`config.mk`:
```
export PLATFORM = sky130hd
export DESIGN_NAME = divider_pipe
export DESIGN_NICKNAME = d
export VERILOG_FILES = /design/src/rtl/divider_pkg.sv /design/src/rtl/divider_pipe_stage.sv /design/src/rtl/divider_pipe.sv
export SDC_FILE = /design/constraint.sdc
export NUM_CORES = 1
export LEC_CHECK = 0
export ABC_AREA = 1
export BUFFER_PORTS_ARGS = -buffer_cell sky130_fd_sc_hd__buf_2
export CAP_MARGIN = 40
export CORE_ASPECT_RATIO = 1.75
export CORE_MARGIN = 2
export CORE_UTILIZATION = 60
export CTS_CLUSTER_DIAMETER = 30
export DETAILED_ROUTE_END_ITERATION = 16
export PLACE_DENSITY = 0.79
export SYNTH_ARGS = -nofsm -noshare
export SYNTH_HDL_FRONTEND = slang
export SYNTH_SLANG_ARGS = --single-unit
export TNS_END_PERCENT = 100
```
`constraint.sdc`:
```
create_clock -name clk -period 1.7 [get_ports clk]
set_input_delay 0 -clock clk [delete_from_list [all_inputs] [get_ports clk]]
set_output_delay 0 -clock clk [all_outputs]
set_load 0.005 [all_outputs]
```
`src/rtl/divider_pkg.sv`:
```
// rtl/divider_pkg.sv - shared defaults and latency helper for the pipelined divider
package divider_pkg;

  // Default operand geometry used when the divider is instantiated without overrides
  localparam int DIV_N_DEF   = 8;
  localparam int DIV_M_DEF   = 4;
  localparam int DIV_TAG_DEF = 4;

  // Cycles from accept to out_valid: input stage + one stage per quotient bit + output stage
  function automatic int div_latency(input int n);
    return n + 2;
  endfunction

endpackage

```
`src/rtl/divider_pipe_stage.sv`:
```
// rtl/divider_pipe_stage.sv - one registered restoring-division step
module divider_pipe_stage
  import divider_pkg::*;
#(
  parameter int N     = DIV_N_DEF,
  parameter int M     = DIV_M_DEF,
  parameter int TAG_W = DIV_TAG_DEF
) (
  input  logic             clk,
  input  logic             rstn,
  input  logic             adv_i,
  input  logic             valid_i,
  input  logic [N-1:0]     aq_i,
  input  logic [M-1:0]     rem_i,
  input  logic [M-1:0]     den_i,
  input  logic             sq_i,
  input  logic             sr_i,
  input  logic             dz_i,
  input  logic [TAG_W-1:0] tag_i,
  output logic             valid_o,
  output logic [N-1:0]     aq_o,
  output logic [M-1:0]     rem_o,
  output logic [M-1:0]     den_o,
  output logic             sq_o,
  output logic             sr_o,
  output logic             dz_o,
  output logic [TAG_W-1:0] tag_o
);

  // aq holds the unconsumed dividend bits in its upper part and the quotient
  // bits produced so far in its lower part; each step shifts one across.
  // The stored remainder is always below |divisor|, so M bits are enough;
  // only the trial value needs the extra bit.
  logic [M:0]       trial;
  logic             fits;
  logic [M-1:0]     rem_d;
  logic [N-1:0]     aq_d;

  logic             valid_q;
  logic [N-1:0]     aq_q;
  logic [M-1:0]     rem_q;
  logic [M-1:0]     den_q;
  logic             sq_q;
  logic             sr_q;
  logic             dz_q;
  logic [TAG_W-1:0] tag_q;

  // Shift in the next dividend bit and subtract the divisor when it fits
  always_comb begin
    trial = {rem_i, aq_i[N-1]};
    fits  = (trial >= {1'b0, den_i});
    rem_d = fits ? M'(trial - {1'b0, den_i}) : trial[M-1:0];
    aq_d  = {aq_i[N-2:0], fits};
  end

  // Advance the whole operation record together with the rest of the pipe
  always_ff @(posedge clk or negedge rstn) begin
    if (!rstn) begin
      valid_q <= 1'b0;
      aq_q    <= '0;
      rem_q   <= '0;
      den_q   <= '0;
      sq_q    <= 1'b0;
      sr_q    <= 1'b0;
      dz_q    <= 1'b0;
      tag_q   <= '0;
    end else if (adv_i) begin
      valid_q <= valid_i;
      aq_q    <= aq_d;
      rem_q   <= rem_d;
      den_q   <= den_i;
      sq_q    <= sq_i;
      sr_q    <= sr_i;
      dz_q    <= dz_i;
      tag_q   <= tag_i;
    end
  end

  assign valid_o = valid_q;
  assign aq_o    = aq_q;
  assign rem_o   = rem_q;
  assign den_o   = den_q;
  assign sq_o    = sq_q;
  assign sr_o    = sr_q;
  assign dz_o    = dz_q;
  assign tag_o   = tag_q;

endmodule

```
`src/rtl/divider_pipe.sv`:
```
// rtl/divider_pipe.sv - fully pipelined restoring divider with flow control and tag
module divider_pipe
  import divider_pkg::*;
#(
  parameter int N      = DIV_N_DEF,
  parameter int M      = DIV_M_DEF,
  parameter int SIGNED = 0,
  parameter int TAG_W  = DIV_TAG_DEF
) (
  input  logic             clk,
  input  logic             rstn,
  input  logic             in_valid,
  output logic             in_ready,
  input  logic [N-1:0]     dividend,
  input  logic [M-1:0]     divisor,
  input  logic [TAG_W-1:0] in_tag,
  output logic             out_valid,
  input  logic             out_ready,
  output logic [N-1:0]     quotient,
  output logic [M-1:0]     remainder,
  output logic             div_zero,
  output logic [TAG_W-1:0] out_tag
);

  logic adv;

  logic             neg_a;
  logic             neg_d;
  logic [N-1:0]     abs_a;
  logic [M-1:0]     abs_d;

  // Input stage registers
  logic             s0_valid_q;
  logic [N-1:0]     s0_aq_q;
  logic [M-1:0]     s0_den_q;
  logic             s0_sq_q;
  logic             s0_sr_q;
  logic             s0_dz_q;
  logic [TAG_W-1:0] s0_tag_q;

  // Record entering bit stage k sits at index k; index N is the last bit stage's output
  logic             st_valid [0:N];
  logic [N-1:0]     st_aq    [0:N];
  logic [M-1:0]     st_rem   [0:N];
  logic [M-1:0]     st_den   [0:N];
  logic             st_sq    [0:N];
  logic             st_sr    [0:N];
  logic             st_dz    [0:N];
  logic [TAG_W-1:0] st_tag   [0:N];

  logic [N-1:0]     quotient_d;
  logic [M-1:0]     remainder_d;
  logic             out_valid_q;
  logic [N-1:0]     quotient_q;
  logic [M-1:0]     remainder_q;
  logic             div_zero_q;
  logic [TAG_W-1:0] out_tag_q;

  // The final divisor copy has no consumer once the last bit is resolved
  logic             unused_den;

  // The output register is the only place a bubble can be squeezed, so one
  // shared enable moves every stage at once
  assign adv      = out_ready | ~out_valid_q;
  assign in_ready = adv;

  // Operand magnitudes and signs; -2^(N-1) still fits as an unsigned magnitude
  always_comb begin
    neg_a = (SIGNED != 0) && dividend[N-1];
    neg_d = (SIGNED != 0) && divisor[M-1];
    abs_a = neg_a ? -dividend : dividend;
    abs_d = neg_d ? -divisor : divisor;
  end

  // Input stage: capture magnitudes, result signs and divide-by-zero flag
  always_ff @(posedge clk or negedge rstn) begin
    if (!rstn) begin
      s0_valid_q <= 1'b0;
      s0_aq_q    <= '0;
      s0_den_q   <= '0;
      s0_sq_q    <= 1'b0;
      s0_sr_q    <= 1'b0;
      s0_dz_q    <= 1'b0;
      s0_tag_q   <= '0;
    end else if (adv) begin
      s0_valid_q <= in_valid;
      s0_aq_q    <= abs_a;
      s0_den_q   <= abs_d;
      s0_sq_q    <= neg_a ^ neg_d;
      s0_sr_q    <= neg_a;
      s0_dz_q    <= (divisor == '0);
      s0_tag_q   <= in_tag;
    end
  end

  assign st_valid[0] = s0_valid_q;
  assign st_aq[0]    = s0_aq_q;
  assign st_rem[0]   = '0;
  assign st_den[0]   = s0_den_q;
  assign st_sq[0]    = s0_sq_q;
  assign st_sr[0]    = s0_sr_q;
  assign st_dz[0]    = s0_dz_q;
  assign st_tag[0]   = s0_tag_q;

  for (genvar k = 0; k < N; k++) begin : g_bit
    divider_pipe_stage #(.N(N), .M(M), .TAG_W(TAG_W)) u_stage (
      .clk    (clk),
      .rstn   (rstn),
      .adv_i  (adv),
      .valid_i(st_valid[k]),
      .aq_i   (st_aq[k]),
      .rem_i  (st_rem[k]),
      .den_i  (st_den[k]),
      .sq_i   (st_sq[k]),
      .sr_i   (st_sr[k]),
      .dz_i   (st_dz[k]),
      .tag_i  (st_tag[k]),
      .valid_o(st_valid[k+1]),
      .aq_o   (st_aq[k+1]),
      .rem_o  (st_rem[k+1]),
      .den_o  (st_den[k+1]),
      .sq_o   (st_sq[k+1]),
      .sr_o   (st_sr[k+1]),
      .dz_o   (st_dz[k+1]),
      .tag_o  (st_tag[k+1])
    );
  end

  assign unused_den = ^st_den[N];

  // Sign fix-up; with a zero divisor the magnitude remainder is the low
  // dividend bits, so the same negation restores the raw dividend bits
  always_comb begin
    quotient_d  = st_sq[N] ? -st_aq[N] : st_aq[N];
    remainder_d = st_sr[N] ? -st_rem[N] : st_rem[N];
    if (st_dz[N]) begin
      quotient_d = '1;
    end
  end

  // Output stage: holds its result until the consumer takes it
  always_ff @(posedge clk or negedge rstn) begin
    if (!rstn) begin
      out_valid_q <= 1'b0;
      quotient_q  <= '0;
      remainder_q <= '0;
      div_zero_q  <= 1'b0;
      out_tag_q   <= '0;
    end else if (adv) begin
      out_valid_q <= st_valid[N];
      quotient_q  <= quotient_d;
      remainder_q <= remainder_d;
      div_zero_q  <= st_dz[N];
      out_tag_q   <= st_tag[N];
    end
  end

  assign out_valid = out_valid_q;
  assign quotient  = quotient_q;
  assign remainder = remainder_q;
  assign div_zero  = div_zero_q;
  assign out_tag   = out_tag_q;

endmodule
```
==> impl_metrics.env, run 1 <==
export IMPL_ys_top_cells_by_count="493 x nand2_1, 208 x dfrtp_1, 92 x inv_1, 60 x nand3_1, 57 x o21ai_0"
export IMPL_routedWlPerCell_um=15.6
export IMPL_globalRouteMet2Util_pct=48.8
export IMPL_path_clk_slew_ns=0.06
export IMPL_drive_gt1_share_pct=12.3
export IMPL_yosysWarnings=0
export IMPL_hold_path_class="primary input to async pin"
export IMPL_worstSkewPairLatency_ns=0.54
export IMPL_ir_drop_v=0.00141
export IMPL_synth_cell_types=23
export IMPL_leakagePower_nw=5.91
export IMPL_critPathCaptureType="output pin"
export IMPL_fin_cells=1365
export IMPL_clockBufferDepth=3
export IMPL_num_antenna_cells=0
export IMPL_grt_max_degree=96
export IMPL_ys_ff_latch=208
export IMPL_critPathMaxFanout=28
export IMPL_crit_type="register to output pin"
export IMPL_syn_area_per_cell_um2=8.49
export IMPL_grt_busiest_layer="met2"
export IMPL_fillers=1050
export IMPL_die_area_mm2=0.0164
export IMPL_whs_ns=-0.0115
export IMPL_cp_start_kind="register"
export IMPL_relSlewSlack_pct=68.7
export IMPL_fin_worst_skew_ns=0.0131
export IMPL_die_y_um=168
export IMPL_tritoncts="yes"
export IMPL_final_util_pct=74.6
export IMPL_yosysSeqAreaShare_pct=56.6
export IMPL_grt_pass1_wl_um=34400
export IMPL_arrival_ns=1.65
export IMPL_drc=0
export IMPL_synth_flop_cell="dfrtp_1"
export IMPL_hold_viol_final=5
export IMPL_drt_iter0_drc=415
export IMPL_num_rows=59
export IMPL_vias=7310
export IMPL_tightest_slew_ns=0.469
export IMPL_overflow=0
export IMPL_nets=1216
export IMPL_antenna_found_initial=0
export IMPL_drv_cap=0
export IMPL_syn_area_mm2=0.00919
export IMPL_cts_buffers=29
export IMPL_violations="negative hold slack"
export IMPL_async_flop_share_pct=100
export IMPL_finalMaxSlewViolations=0
export IMPL_cp_data_required_time_ns=1.70
export IMPL_fin_crit_ns=1.65
export IMPL_vias_per_cell=5.36
export IMPL_routed_wl_um=21300
export IMPL_dieWidth_um=97.6
export IMPL_worst_slack_ns=0.0508
export IMPL_status="finished with violations"
export IMPL_setup_viol=0
export IMPL_ant_nets=0
export IMPL_grt_pass1_vias=7605
export IMPL_grtUsageTotal_pct=25.5
export IMPL_synth_nets=1140
export IMPL_io_buffers=38
export IMPL_finalInstanceArea_mm2=0.0111
export IMPL_core_area_mm2=0.0149
export IMPL_cts_root_buf="clkbuf_16"
export IMPL_synth_edff_count=0
export IMPL_power_mw=24.7
export IMPL_start_util_pct=61.6
export IMPL_placed_cells=1281
export IMPL_power_density_mw_per_mm2=2220
export IMPL_period_share_pct=97.0
export IMPL_syn2layout_area_growth_pct=21.0
export IMPL_syn_inst=1083
export IMPL_grt_use_met1_pct=28.5
export IMPL_yosysTopAreaCellShare_pct=56.6
export IMPL_place_ws_ns=-0.00987
export IMPL_htreeDepth=1
export IMPL_hpwl_um=11800
export IMPL_ios=39
export IMPL_synth_area_top_cells="dfrtp_1 57%, nand2_1 20%, ha_1 4.1%"
export IMPL_met3_usage_pct=3.01
export IMPL_cts_num_sinks=208
export IMPL_gp_congestion=0.873
export IMPL_yosys_area_top_type="dfrtp_1"
export IMPL_firstDrtPassIters=7
export IMPL_place_area_mm2=0.00966
export IMPL_fmax_ghz=0.606
export IMPL_yosysMostFrequentCell="nand2_1"
## sequential cells by signal, summed over array words and instances, names as in the netlist, 8 cells and up
register / count
g_bit.u_stage.aq_o: 64
g_bit.u_stage.den_o: 28
g_bit.u_stage.dz_o: 8
g_bit.u_stage.rem_o: 32
g_bit.u_stage.tag_o: 32
g_bit.u_stage.valid_o: 8
quotient: 8
s0_aq_q: 8
## path summary, 6_finish.rpt
kind	startpoint	end	slack, ns	cells after the start
setup / recovery	out_valid$_DFFE_PN0P_	in_ready	0.05	5
hold / removal	rstn	g_bit[3].u_stage.rem_o[3]$_DFFE_PN0P_	-0.01	2
setup reg to reg	g_bit[2].u_stage.rem_o[1]$_DFFE_PN0P_	g_bit[3].u_stage.rem_o[3]$_DFFE_PN0P_	0.07	7
hold reg to reg	g_bit[0].u_stage.aq_o[4]$_DFFE_PN0P_	g_bit[1].u_stage.aq_o[5]$_DFFE_PN0P_	0.47	2
max in group asynchronous	rstn	s0_aq_q[1]$_DFFE_PN0P_	1.00	3
min in group clk	in_valid	s0_valid_q$_DFFE_PN0P_	0.19	4
## where the power goes
part           internal, mW  switching [mW]  total [mW]
combinational          3.78            5.97        9.75
sequential             7.22            1.34        8.56
clock                  3.94            2.41        6.35
## timing repair
| item | 4_1_cts | 5_1_grt |
|---|---|---|
| endpoints found under the hold margin | 229 | 0 |
| endpoints found under the setup margin | 5 | 67 |
| hold buffers | 19 | 0 |
| pin swaps | 1 | 3 |
| setup buffers | 2 | 6 |
| gates resized for setup | 5 | 18 |
| gates cloned | 1 | 2 |
## cells by family after synthesis
logic type,share of synthesized area (%)
buffers and inverters,6.07
AOI/OAI and AO/OA,5.12
DFF,56.6
xor gates and xnor gates,0.667
and+or+nand+nor,25.9
adders and majority gates,5.61
## area by class of cell
type                            count  area, um2  area share (%)
Timing Repair Buffer               88        771            6.93
Clock buffer                       32        767            6.90
Tap cell                          183        229            2.06
Inverter                           93        362            3.25
Clock inverter                     22        274            2.46
Timing Repair inverter              1       8.76          0.0788
Multi-Input combinational cell    738       3500            31.5
Sequential cell                   208       5200            46.8
## metal layers
| metal | wire [um] | part of all wire (%) |
|---|---|---|
| met1 | 7970 | 37 |
| met2 | 11900 | 56 |
| met3 | 755 | 3.5 |
| met4 | 745 | 3.5 |
| met5 | 0 | 0 |
## critical path, cell delays in order (launching register included)
cell and delay (ns):
dfrtp_1 0.34, inv_1 0.06, nor2_4 0.23, inv_12 0.12, buf_16 0.19, buf_2 0.15
## through the flow
stage	hold WS, ns	setup TNS, ns
2_1_floorplan	-0.296	0
3_3_place_gp	0.00544	0
3_5_place_dp	0.00582	-0.00987
4_1_cts	0.0148	0
5_1_grt	0.0375	-0.135
6_report	-0.0115	0
## cells in the final DEF, fill, tap and decap left out, drive strengths merged
cell | netlist | final
nand2 | 493 | 493
clkbuf | 9 | 34
dlygate4sd3 | 0 | 19
nand4 | 7 | 7
nand3 | 60 | 60
or2 | 5 | 5
o21ai | 66 | 66
nor2 | 39 | 39
bufbuf | 0 | 1
xor2 | 2 | 2
xnor2 | 5 | 5
buf | 35 | 66
dfrtp | 208 | 208
clkinv | 0 | 4
a31oi | 2 | 2
o21bai | 1 | 1
a21oi | 15 | 15
inv | 93 | 103
fa | 7 | 7
o211ai | 1 | 1
ha | 30 | 30
clkinvlp | 0 | 5
o21a | 5 | 5
bufinv | 0 | 4
Note: power is estimated with default switching activity, not from simulation.
==> inputs of run 2 (changes only) <==
CTS_BUF_LIST = sky130_fd_sc_hd__clkbuf_8   (was unset)
CTS_CLUSTER_DIAMETER = 120   (was 30)
==> run 2 against run 1 <==
Critical path type unchanged; first-iteration DRC count is 1.9% lower; largest cell class unchanged; via count is 3.2% lower; flip-flop and latch count stayed put; register-to-register slack hardly changed; worst hold slack better by 0.16 ns; final cell count hardly changed; combinational power is 2.7% lower; core utilization is 2.4 points lower; the flow now finishes without violations; sequential share of layout area is 1.6 points higher; non-clock buffer count stayed put.
==> impl_metrics.env, run 2 (synthesis results as in run 1) <==
export IMPL_status="completed"
export IMPL_grt_pass1_vias=7311
export IMPL_overflow=0
export IMPL_grtUsageTotal_pct=23.9
export IMPL_period_share_pct=96.9
export IMPL_p_sw_share_pct=40.0
export IMPL_drive_gt1_share_pct=11.5
export IMPL_drc=0
export IMPL_core_area_mm2=0.0149
export IMPL_switchingPower_mw=8.96
export IMPL_fmax_ghz=0.607
export IMPL_firstDrtPassIters=5
export IMPL_relSlewSlack_pct=68.0
export IMPL_power_density_mw_per_mm2=2080
export IMPL_comb_power_share_pct=42.4
export IMPL_arrival_ns=1.65
export IMPL_finalMaxSlewViolations=0
export IMPL_final_common_cell="nand2_1"
export IMPL_io_buffers=38
export IMPL_cpMaxStageDelayCell="dfrtp_1"
export IMPL_leakagePower_nw=5.80
export IMPL_finalInstanceArea_mm2=0.0108
export IMPL_cts_num_sinks=208
export IMPL_hold_path_class="primary input to register"
export IMPL_multi_input_area_mm2=0.00349
export IMPL_vias=7077
export IMPL_critPathMaxFanout=28
export IMPL_tritoncts="yes"
export IMPL_max_stage_delay_ns=0.37
export IMPL_num_rows=59
export IMPL_gp_congestion=0.873
export IMPL_tns_ns=0
export IMPL_num_antenna_cells=0
export IMPL_htreeDepth=1
export IMPL_tightest_slew_ns=0.480
export IMPL_die_y_um=168
export IMPL_drv_cap=0
export IMPL_cp_top_family="buffers and inverters"
export IMPL_fillers=1136
export IMPL_fin_crit_ns=1.65
export IMPL_largest_reg_flops=64
export IMPL_nets=1217
export IMPL_hpwl_um=11800
export IMPL_cp_start_kind="register"
export IMPL_routedWlPerCell_um=14.5
export IMPL_regArea_mm2=0.00521
export IMPL_rsz0062_at_grt="yes"
export IMPL_grt_pass1_wl_um=32500
export IMPL_place_area_mm2=0.00966
export IMPL_path_cells="inv_2, nor2_4, inv_12, buf_16, buf_6"
export IMPL_hold_viol_final=0
export IMPL_most_common_layout_cells="486 x nand2_1, 207 x dfrtp_1, 99 x inv_1"
export IMPL_ios=39
export IMPL_intPower_mw=13.4
export IMPL_critPathCaptureType="output pin"
export IMPL_pwr_share_clk_pct=19.6
export IMPL_worstSkewPairLatency_ns=0.58
export IMPL_ir_drop_v=0.00120
export IMPL_ant_nets=0
export IMPL_seq_power_share_pct=38.0
export IMPL_grt_max_degree=96
export IMPL_die_area_mm2=0.0164
export IMPL_path_clk_slew_ns=0.07
export IMPL_antenna_found_initial=0
export IMPL_fin_worst_skew_ns=0.0257
export IMPL_setup_viol=0
export IMPL_cts_buffers=30
export IMPL_routed_wl_um=19800
export IMPL_drt_iter0_drc=407
export IMPL_cp_data_required_time_ns=1.70
export IMPL_syn2layout_area_growth_pct=17.1
export IMPL_clockBufferDepth=3
export IMPL_crit_type="register to output pin"
export IMPL_dieWidth_um=97.6
export IMPL_start_util_pct=61.6
export IMPL_critPathBufInv=4
export IMPL_cts_root_buf="clkbuf_8"
export IMPL_vias_per_cell=5.18
run 2: power groups by stage:
stage	clock network (mW)	registers (mW)	logic, mW
floorplan	0	8.22	6.66
global placement	0	8.45	8.48
detailed placement	0	8.54	8.81
CTS	4.48	8.49	9.07
global route	4.68	8.75	10.9
finish	4.40	8.50	9.49
run 2: cell type report:
type / instances / area share, %
clock buffers: 38 / 4.86
clock inverters: 17 / 1.50
inverters: 93 / 3.36
multi-input cells: 738 / 32.4
flip-flops and latches: 208 / 48.4
well taps: 183 / 2.13
repair buffers: 88 / 7.27
repair inverters: 1 / 0.0814
run 2: worst register-to-register path, cell delays in order, from the launching register on:
cell           delay (ns)
dfrtp_1              0.37
inv_2                0.06
nor2_4               0.20
inv_12               0.12
nand2_1              0.08
dlygate4sd3_1        0.56
o21ai_0              0.10
run 2: worst paths after layout:
check,start,endpoint,slack [ns],cells after the start
worst max-delay path,out_valid$_DFFE_PN0P_,in_ready,0.05,5
worst min-delay path,in_tag[2],s0_tag_q[2]$_DFFE_PN0P_,0.14,4
worst max register to register,out_valid$_DFFE_PN0P_,s0_aq_q[4]$_DFFE_PN0P_,0.07,6
worst min register to register,g_bit[0].u_stage.aq_o[0]$_DFFE_PN0P_,g_bit[1].u_stage.aq_o[1]$_DFFE_PN0P_,0.46,2
max in group asynchronous,rstn,g_bit[1].u_stage.valid_o$_DFFE_PN0P_,0.48,4
min in group asynchronous,rstn,g_bit[7].u_stage.tag_o[3]$_DFFE_PN0P_,0.50,3
run 2: metal layers:
metal | wire, um | vias to the layer above | track usage [%]
met5 | 0 | - | 0
met4 | 698 | 0 | 10.7
met3 | 661 | 56 | 3.42
met2 | 10700 | 139 | 43.7
met1 | 7730 | 3367 | 27.6
li1 | - | 3515 | -
run 2: through the flow:
step	power (mW)	utilization, %	instances	setup WS [ns]	hold slack (ns)
2_1_floorplan	14.9	-	1083	0.228	-0.296
3_3_place_gp	16.9	64.8	1281	0.0438	0.00544
3_5_place_dp	17.3	64.8	1281	-0.00987	0.00582
4_1_cts	22.0	71.2	1359	0.00292	0.118
5_1_grt	24.4	72.1	1366	-0.0195	0.176
6_report	22.4	72.1	1366	0.0534	0.145
run 2: timing repair:
item / CTS / global route
pin swaps: 1 / 4
endpoints found under the setup margin: 6 / 69
gates resized for setup: 7 / 17
gates cloned: 1 / 2
hold buffers: 21 / 0
hold endpoints to repair: 244 / 0
buffers inserted: 1 / 5
